<file path="config.mk">
export PLATFORM = sky130hd
export DESIGN_NAME = vpg_timing_gen
export DESIGN_NICKNAME = d
export VERILOG_FILES = /design/src/rtl/vpg_timing_gen.sv
export SDC_FILE = /design/constraint.sdc
export NUM_CORES = 1
export LEC_CHECK = 0
export ABC_AREA = 1
export CORE_MARGIN = 1.5
export CORE_UTILIZATION = 41
export DETAILED_ROUTE_END_ITERATION = 10
export PLACE_DENSITY_LB_ADDON = 0.15
export SLEW_MARGIN = 20
export SYNTH_ARGS = -nofsm -noshare
export SYNTH_HDL_FRONTEND = slang
export SYNTH_SLANG_ARGS = --single-unit
</file>
<file path="constraint.sdc">
create_clock -name clk -period 2.7 [get_ports clk]
set_input_delay 0.81 -clock clk [delete_from_list [all_inputs] [get_ports clk]]
set_output_delay 0.81 -clock clk [all_outputs]
set_load 0.02 [all_outputs]
</file>
<file path="src/rtl/vpg_timing_gen.sv">
// -----------------------------------------------------------------------------
// vpg_timing_gen
// Video timing generator for the pattern generator / video output path.
// Produces hsync, vsync, data enable and active-area pixel coordinates for
// three fixed VESA modes. A mode change blanks the output for SETTLE_CYCLES
// pixel clocks (PLL retune time) and then restarts at the top-left pixel.
//
// Parameters:
//   SETTLE_CYCLES   blank pixel clocks after a mode change (>= 1)
//
// Ports:
//   clk              in   pixel clock
//   reset_n          in   asynchronous active-low reset
//   vpg_mode_change  in   one-cycle strobe, latches vpg_mode and restarts
//   vpg_mode[3:0]    in   0=640x480p60, 1=800x600p60, 2=1024x768p60
//   hsync            out  horizontal sync (mode polarity)
//   vsync            out  vertical sync (mode polarity)
//   de               out  active video data enable
//   x[11:0], y[11:0] out  active-area pixel position, 0 outside active video
//   frame_start      out  one-cycle pulse with the first de of each frame
//   mode_valid       out  latched mode code is supported
//
// Build option:
//   VTG_PIXEL_POS_EN  when defined, x/y are generated; otherwise they are tied
//                     to 0 and their registers are not built.
//
// All outputs are registered and reflect the counter state of the previous
// cycle.
// -----------------------------------------------------------------------------
module vpg_timing_gen #(
  parameter int SETTLE_CYCLES = 16
) (
  input  logic        clk,
  input  logic        reset_n,
  input  logic        vpg_mode_change,
  input  logic [3:0]  vpg_mode,
  output logic        hsync,
  output logic        vsync,
  output logic        de,
  output logic [11:0] x,
  output logic [11:0] y,
  output logic        frame_start,
  output logic        mode_valid
);

  localparam logic [1:0] S_SETTLE  = 2'd0;
  localparam logic [1:0] S_RUN     = 2'd1;
  localparam logic [1:0] S_INVALID = 2'd2;

  // Settle counter only needs to hold SETTLE_CYCLES-1.
  localparam int SW = (SETTLE_CYCLES > 1) ? $clog2(SETTLE_CYCLES) : 1;
  localparam logic [SW-1:0] SETTLE_LAST = SW'(SETTLE_CYCLES - 1);

  logic [1:0]    r_state;
  logic [3:0]    r_mode;
  logic [SW-1:0] r_settle;
  logic [11:0]   r_h_cnt;
  logic [11:0]   r_v_cnt;

  // Mode timing: active end, sync start, sync end, total (per axis), polarity.
  logic [11:0] w_h_act, w_h_ss, w_h_se, w_h_tot;
  logic [11:0] w_v_act, w_v_ss, w_v_se, w_v_tot;
  logic        w_pol;
  logic        w_supported;

  // Mode parameter lookup; unsupported codes borrow mode 0 geometry so the
  // settle-window sync level stays defined.
  always_comb begin
    w_h_act = 12'd640;  w_h_ss = 12'd656;  w_h_se = 12'd752;  w_h_tot = 12'd800;
    w_v_act = 12'd480;  w_v_ss = 12'd490;  w_v_se = 12'd492;  w_v_tot = 12'd525;
    w_pol   = 1'b0;
    case (r_mode)
      4'd0: begin
        w_h_act = 12'd640;  w_h_ss = 12'd656;  w_h_se = 12'd752;  w_h_tot = 12'd800;
        w_v_act = 12'd480;  w_v_ss = 12'd490;  w_v_se = 12'd492;  w_v_tot = 12'd525;
        w_pol   = 1'b0;
      end
      4'd1: begin
        w_h_act = 12'd800;  w_h_ss = 12'd840;  w_h_se = 12'd968;  w_h_tot = 12'd1056;
        w_v_act = 12'd600;  w_v_ss = 12'd601;  w_v_se = 12'd605;  w_v_tot = 12'd628;
        w_pol   = 1'b1;
      end
      4'd2: begin
        w_h_act = 12'd1024; w_h_ss = 12'd1048; w_h_se = 12'd1184; w_h_tot = 12'd1344;
        w_v_act = 12'd768;  w_v_ss = 12'd771;  w_v_se = 12'd777;  w_v_tot = 12'd806;
        w_pol   = 1'b0;
      end
      default: begin
        w_h_act = 12'd640;  w_h_ss = 12'd656;  w_h_se = 12'd752;  w_h_tot = 12'd800;
        w_v_act = 12'd480;  w_v_ss = 12'd490;  w_v_se = 12'd492;  w_v_tot = 12'd525;
        w_pol   = 1'b0;
      end
    endcase
  end

  assign w_supported = (r_mode <= 4'd2);

  // Mode latch, FSM, settle counter and raster counters.
  always_ff @(posedge clk or negedge reset_n) begin
    if (!reset_n) begin
      r_state  <= S_SETTLE;
      r_mode   <= 4'd0;
      r_settle <= '0;
      r_h_cnt  <= 12'd0;
      r_v_cnt  <= 12'd0;
    end else if (vpg_mode_change) begin
      // A strobe in any state (including SETTLE) restarts the window.
      r_state  <= S_SETTLE;
      r_mode   <= vpg_mode;
      r_settle <= '0;
      r_h_cnt  <= 12'd0;
      r_v_cnt  <= 12'd0;
    end else begin
      case (r_state)
        S_SETTLE: begin
          r_h_cnt <= 12'd0;
          r_v_cnt <= 12'd0;
          if (r_settle == SETTLE_LAST) begin
            r_state <= w_supported ? S_RUN : S_INVALID;
          end else begin
            r_settle <= r_settle + SW'(1);
          end
        end
        S_RUN: begin
          if (r_h_cnt == (w_h_tot - 12'd1)) begin
            r_h_cnt <= 12'd0;
            if (r_v_cnt == (w_v_tot - 12'd1)) begin
              r_v_cnt <= 12'd0;
            end else begin
              r_v_cnt <= r_v_cnt + 12'd1;
            end
          end else begin
            r_h_cnt <= r_h_cnt + 12'd1;
          end
        end
        S_INVALID: begin
          r_h_cnt <= 12'd0;
          r_v_cnt <= 12'd0;
        end
        default: begin
          r_state  <= S_SETTLE;
          r_settle <= '0;
          r_h_cnt  <= 12'd0;
          r_v_cnt  <= 12'd0;
        end
      endcase
    end
  end

  logic w_h_active, w_v_active, w_h_sync, w_v_sync;
  logic w_hs_nxt, w_vs_nxt, w_de_nxt, w_fs_nxt;

  assign w_h_active = (r_h_cnt < w_h_act);
  assign w_v_active = (r_v_cnt < w_v_act);
  assign w_h_sync   = (r_h_cnt >= w_h_ss) && (r_h_cnt < w_h_se);
  assign w_v_sync   = (r_v_cnt >= w_v_ss) && (r_v_cnt < w_v_se);

  // Next output values decoded from the current state and counters.
  always_comb begin
    w_hs_nxt = 1'b0;
    w_vs_nxt = 1'b0;
    w_de_nxt = 1'b0;
    w_fs_nxt = 1'b0;
    case (r_state)
      S_RUN: begin
        // Asserted level equals the polarity bit; deasserted is its inverse.
        w_hs_nxt = w_h_sync ? w_pol : ~w_pol;
        w_vs_nxt = w_v_sync ? w_pol : ~w_pol;
        w_de_nxt = w_h_active && w_v_active;
        w_fs_nxt = (r_h_cnt == 12'd0) && (r_v_cnt == 12'd0);
      end
      S_SETTLE: begin
        w_hs_nxt = ~w_pol;
        w_vs_nxt = ~w_pol;
      end
      S_INVALID: begin
        w_hs_nxt = 1'b0;
        w_vs_nxt = 1'b0;
      end
      default: begin
        w_hs_nxt = 1'b0;
        w_vs_nxt = 1'b0;
      end
    endcase
  end

  // Registered timing outputs.
  always_ff @(posedge clk or negedge reset_n) begin
    if (!reset_n) begin
      hsync       <= 1'b1;
      vsync       <= 1'b1;
      de          <= 1'b0;
      frame_start <= 1'b0;
      mode_valid  <= 1'b1;
    end else begin
      hsync       <= w_hs_nxt;
      vsync       <= w_vs_nxt;
      de          <= w_de_nxt;
      frame_start <= w_fs_nxt;
      mode_valid  <= w_supported;
    end
  end

`ifdef VTG_PIXEL_POS_EN
  logic [11:0] r_x, r_y;

  // Registered pixel coordinates, forced to 0 outside active video.
  always_ff @(posedge clk or negedge reset_n) begin
    if (!reset_n) begin
      r_x <= 12'd0;
      r_y <= 12'd0;
    end else begin
      r_x <= w_de_nxt ? r_h_cnt : 12'd0;
      r_y <= w_de_nxt ? r_v_cnt : 12'd0;
    end
  end

  assign x = r_x;
  assign y = r_y;
`else
  assign x = 12'd0;
  assign y = 12'd0;
`endif

endmodule
</file>
---- Word-level counts from Yosys, hierarchy flattened ----
Cells that the tools add are included.
storage, ports and cells
  output and inout port bits .............. 29
  register bits after elaboration ......... 39
  input port bits ......................... 7
operators by class
  $add $sub $neg .......................... 5
  reduce and logical (&&, ||, !) cells .... 10
  $lt $le $gt $ge ......................... 7
  eq/ne operators ......................... 11
  mux-type cells .......................... 29
  bitwise logic cells ..................... 1
operator list
  operator                                              count
  one-hot mux 11 bit (2 select lines)                   4
  2-to-1 mux 12 bit                                     7
  one-hot mux 10 bit (2 select lines)                   3
  less-than comparator 12 bit                           4
  adder 12 x 1 -> 12 bit (second input constant)        2
  equality test 12 bit                                  2
  >= comparator 12 bit                                  2
  logical NOT 12 bit                                    2
  subtractor 12 x 1 -> 12 bit (second input constant)   2
  one-hot mux 9 bit (2 select lines)                    1
  inequality test 3 bit (second input constant)         3
  2-to-1 mux 4 bit                                      2
  one-hot mux 4 bit (2 select lines)                    1
  2-to-1 mux 2 bit                                      3
  2-to-1 mux 1 bit                                      5
  adder 4 x 1 -> 4 bit (second input constant)          1
  equality test 4 x 1 -> 1 bit (second input constant)  1
  equality test 4 x 2 -> 1 bit (second input constant)  1
  equality test 4 bit (second input constant)           1
  <= comparator 4 x 2 -> 1 bit (second input constant)  1
  logical AND 1 bit                                     4
  one-hot mux 1 bit (2 select lines)                    2
  one-hot mux 2 bit (2 select lines)                    1
  AND reduction 2 bit                                   2
  other kinds (6)                                       6

---- Longest topological paths before layout ----
  word-level depth ........................ 8
  mapped depth ............................ 15

---- Least setup slack after synthesis ----
No wires, ideal clock.
  path kind ............................... flip-flop to flip-flop
  from .................................... register r_mode[2]
  to ...................................... register r_v_cnt[1]
  arrival time ............................ 1.763 ns
  buffers on the path ..................... 0
  data required time ...................... 2.584 ns
  path slack .............................. 0.820 ns
  stages on the path, launching flop included .. 15
  cells stage by stage .................... dfrtp_1 > nor2_4 > nand2_4 > nand2_4 > ha_1 > inv_1 > nand2_1 > nor2_1 > nand2_1 > a21oi_1 > nand3_1 > nand2_1 > nor2_1 > nand2_1 > nand2_1
between the ends
  word-level cells in the longest chain between the ends .. 8
RTL lines
  item                                                                          RTL line  text
  start, declared                                                               55        logic [3:0] r_mode;
  start signal, assigned                                                        109       r_mode <= vpg_mode;
  equality test 4 x 2 -> 1 bit or equality test 4 x 1 -> 1 bit (tied branches)  72        case (r_mode)
  one-hot mux 9 bit (2 select lines)                                            72
  subtractor 12 x 1 -> 12 bit                                                   127       if (r_v_cnt == (w_v_tot - 12'd1)) begin
  equality test 12 bit                                                          127
  2-to-1 mux 12 bit                                                             127
  2-to-1 mux 12 bit                                                             125       if (r_h_cnt == (w_h_tot - 12'd1)) begin
  2-to-1 mux 12 bit                                                             114       case (r_state)
  2-to-1 mux 12 bit                                                             106       end else if (vpg_mode_change) begin
  end signal, assigned                                                          130       r_v_cnt <= r_v_cnt + 12'd1;
  end, declared                                                                 58        logic [11:0] r_v_cnt;
Parallel ways exist; a longest one is shown, timed or not. The select of a mux whose other input is x is not followed.
A chain may end at the register's enable or synchronous reset.

---- Worst setup path in the final report ----
  from .................................... register vsync
  to ...................................... output vsync
RTL lines
  item                    RTL line  text
  start, declared         38        output logic vsync,
  start signal, assigned  197       vsync <= w_vs_nxt;
No word-level cell between the ends.

==> metrics.md <==
| Metric | Value |
|---|---|
| Status | complete, no violations |
| Max H-tree Level | 2 |
| CP max stage delay | 600 ps |
| GP Congestion | 0.883 |
| Iteration count of the initial detailed-routing pass | 4 |
| Via-to-Cell Ratio | ~4.8 |
| Initial Util | 0.421 |
| Number of port buffers | 11 |
| Sw frac | 0.296 |
| Fin nets | between 400 and 500 |
| DR WL/cell | 12.2 um |
| Worst path required time | approximately 1900 ps |
| Worst Hold Launch | r_v_cnt[0] |
| Final setup violation count | 0 |
| Count of cell types in the netlist | 40 |
| Fin Setup TNS | 0 ps |
| Fillers | 754 |
| WP buf/inv | 1 |
| Non-Filler Instances | 524 |
| Grt ovf | 0 |
| Worst Max-Slew Pin Slew | 531 ps |
| Reg2Reg Depth | 13 |
| Largest net degree at the start of global routing | 40 |
| Most common cell after layout, fill and taps aside | nand2_1 |
| Hold Path Cell Cnt | 1 |
| Crit Path Max Fanout | 1 |
| Clock share of power | 0.345 |
| Syn Area/Cell | 7.35 um^2 |
| Clk pin slew, worst setup/hold paths | 80 ps |
| CP Cell Sequence | clkdlybuf4s50_1 |
| Clock Path Buffers | 2 |
| Setup Skew | ~9 ps |
| First-pass GRT wire length | 10900 um |
| Max-cap violations | 0 |
| Cell Pwr Density | ~360 mW/mm^2 |
| Die area | 0.00789 mm^2 |
| Core ar. | 0.00718 mm^2 |
| Maximum VDD drop | 228 uV |
| Post-route DRC | 0 |
| Vias | 2504 |
| Top post-synthesis cells by area | dfrtp_1 30%, nand2_1 13%, ha_1 11%, buf_4 6.2%, nor2_1 6.0% |
| Max Freq | 446 MHz |
| Syn Std Cell Area | 0.00302 mm^2 |
| Crit Path Class | reg -> out |
| Max Transition Viols Final | 0 |
| Post-DRT Antenna Nets | 0 |
| Crit end category | output port |
| Post-CTS resize count | 0 |
| Final min period | 2240 ps |
| Worst reg2reg setup slack | 510 ps |
| CTS tree | done |
| Lkg Pwr | ~1.6 nW |
| Total track usage | 0.182 |
| Num Clock Sinks | 39 |
| CTS Root Cell | clkbuf_8 |
| #FFs+latches synth | 39 |
| Clk_lat worst skew | about 300 ps |
| Tcrit/Tclk final | 0.830 |
| Max-slew headroom | 0.646 |
| Slowest CP cell | clkdlybuf4s50_1 |
| RR Endpoint | vsync |
| Internal | approximately 830 uW |
| Sequential area share after synthesis | 0.324 |
| Antenna violations before repair | 0 |
| Sw power | 346 uW |
| Worst min-delay path class | reg -> reg |
| Critical path's top delay family | buffers and inverters |
| Synthesis warning total | 0 |
| Iter 0 DRT Violations | 164 |
| Comb power frac | 0.135 |
| Share of layout cells above drive strength 1 | 0.0847 |
| Seq pwr share | 0.520 |
| RR Startpoint | r_mode[2] |
| # rows | 31 |
| Unrepaired setup endpoints after global routing | no |
| Final antenna diode count | 0 |
| Area leader, netlist | dfrtp_1 |
| Critical path arrival | ~1400 ps |
| Dpl cells | just over 500 |
| Postcts setup bufs | 0 |
| Syn Inst Count | 411 |
| Worst setup SP type | flop |
| CTS Hold Bufs | 0 |
| Fin. Hold Viols | 0 |
| Yosys top cell area share | 0.298 |
| Post-DP HPWL | 4820 um |
| Vias in the first global route | 2297 |
| Die Width | 88.8 um |
| Routed Wire Length | 6400 um |
| Hold Crit Endpoint | r_v_cnt[0] |
| Num CTS Buffers | 5 |
| Boundary pin count | 36 |
| Most frequent cells in the layout | 102 x nand2_1, 48 x nor2_1, 47 x inv_1 |
| Chip height | 88.8 um |
| P&R area growth vs syn | 6.59% |
==> power groups by stage <==
stage          sequential [mW]  combinational, mW  clock [mW]
6_report                 0.609              0.158       0.405
5_1_grt                  0.611              0.184       0.443
4_1_cts                  0.609              0.161       0.422
3_5_place_dp             0.620              0.160           0
3_3_place_gp             0.620              0.159           0
2_1_floorplan            0.624              0.133           0
==> Yosys cell counts <==
cell type,number
a31oi_1,1
o21ai_1,6
nor3b_2,1
nor3b_1,1
nor2_4,3
clkbuf_1,2
nor3_2,1
inv_4,1
nand3_2,2
a21oi_1,10
or2_2,1
buf_4,25
a22oi_1,1
nand4_1,8
xor2_1,9
o21ai_0,14
a211oi_1,1
nor2_1,48
nand3_1,29
o21bai_1,1
dfrtp_1,36
buf_2,2
dfstp_2,3
nor3_1,4
o211ai_1,1
conb_1,1
nand2_1,102
o22ai_1,2
ha_1,27
o21ai_2,1
inv_2,2
xnor2_1,1
nor2_2,3
o21a_1,1
o41ai_1,1
inv_1,47
nand2_2,2
nor4_1,4
nand2_4,4
buf_6,2
==> final cells by class <==
cell class | instances | area (um^2) | share of cell area
Clock inverter | 3 | 20.0 | 0.00622
Timing Repair Buffer | 14 | 128 | 0.0396
Sequential cell | 39 | 980 | 0.304
Multi-Input combinational cell | 314 | 1710 | 0.531
Inverter | 50 | 190 | 0.0591
Tap cell | 99 | 124 | 0.0385
Clock buffer | 5 | 68.8 | 0.0214
==> stage by stage <==
step	utilization	setup WS [ps]	instance area [um^2]	power (mW)	hold slack, ps
after global routing	0.449	253	3220	1.24	537
after floorplan	-	820	3110	0.757	470
after detailed placement	0.436	264	3130	0.780	506
final	0.449	459	3220	1.17	517
after global placement	0.436	329	3130	0.779	492
after CTS	0.449	451	3220	1.19	524
==> sequential cells by signal, indices dropped and copies added (netlist names) <==
| register | count |
|---|---|
| r_mode | 4 |
| r_h_cnt | 12 |
| mode_valid | 1 |
| r_settle | 4 |
| hsync | 1 |
| frame_start | 1 |
| r_v_cnt | 12 |
| vsync | 1 |
| r_state | 2 |
| de | 1 |
==> cell families (layout without fill, tap and decap cells) <==
logic type               after synthesis  in the layout  share of synthesized area
AO/OA/AOI/OAI                         40             40                     0.0742
XOR/XNOR                              10             10                     0.0290
adder cells (fa/ha/maj)               27             27                      0.112
buffers and inverters                 81             72                      0.138
flip-flops                            39             39                      0.324
other                                  1             24                    0.00124
AND/OR/NAND/NOR                      213            213                      0.321
==> worst max-delay path by stage <==
stage | startpoint | endpoint | slack (ps) | cells past startpoint
4_1_cts | vsync | vsync | 450 | 1
2_1_floorplan | r_mode[2] | r_v_cnt[1] | 820 | 14
6_report | vsync | vsync | 460 | 1
3_5_place_dp | vpg_mode_change | r_settle[3] | 260 | 10
3_3_place_gp | vpg_mode_change | r_settle[3] | 330 | 10
5_1_grt | r_mode[2] | r_v_cnt[1] | 250 | 14
==> metal layers <==
layer  up-vias  wire (um)  track usage
met4         0         84       0.0540
met3         7        128       0.0289
li1       1300          -            -
met5         -          0            0
met2        31       2980        0.298
met1      1166       3210        0.248
No activity file was read; power rests on OpenSTA's default activity.
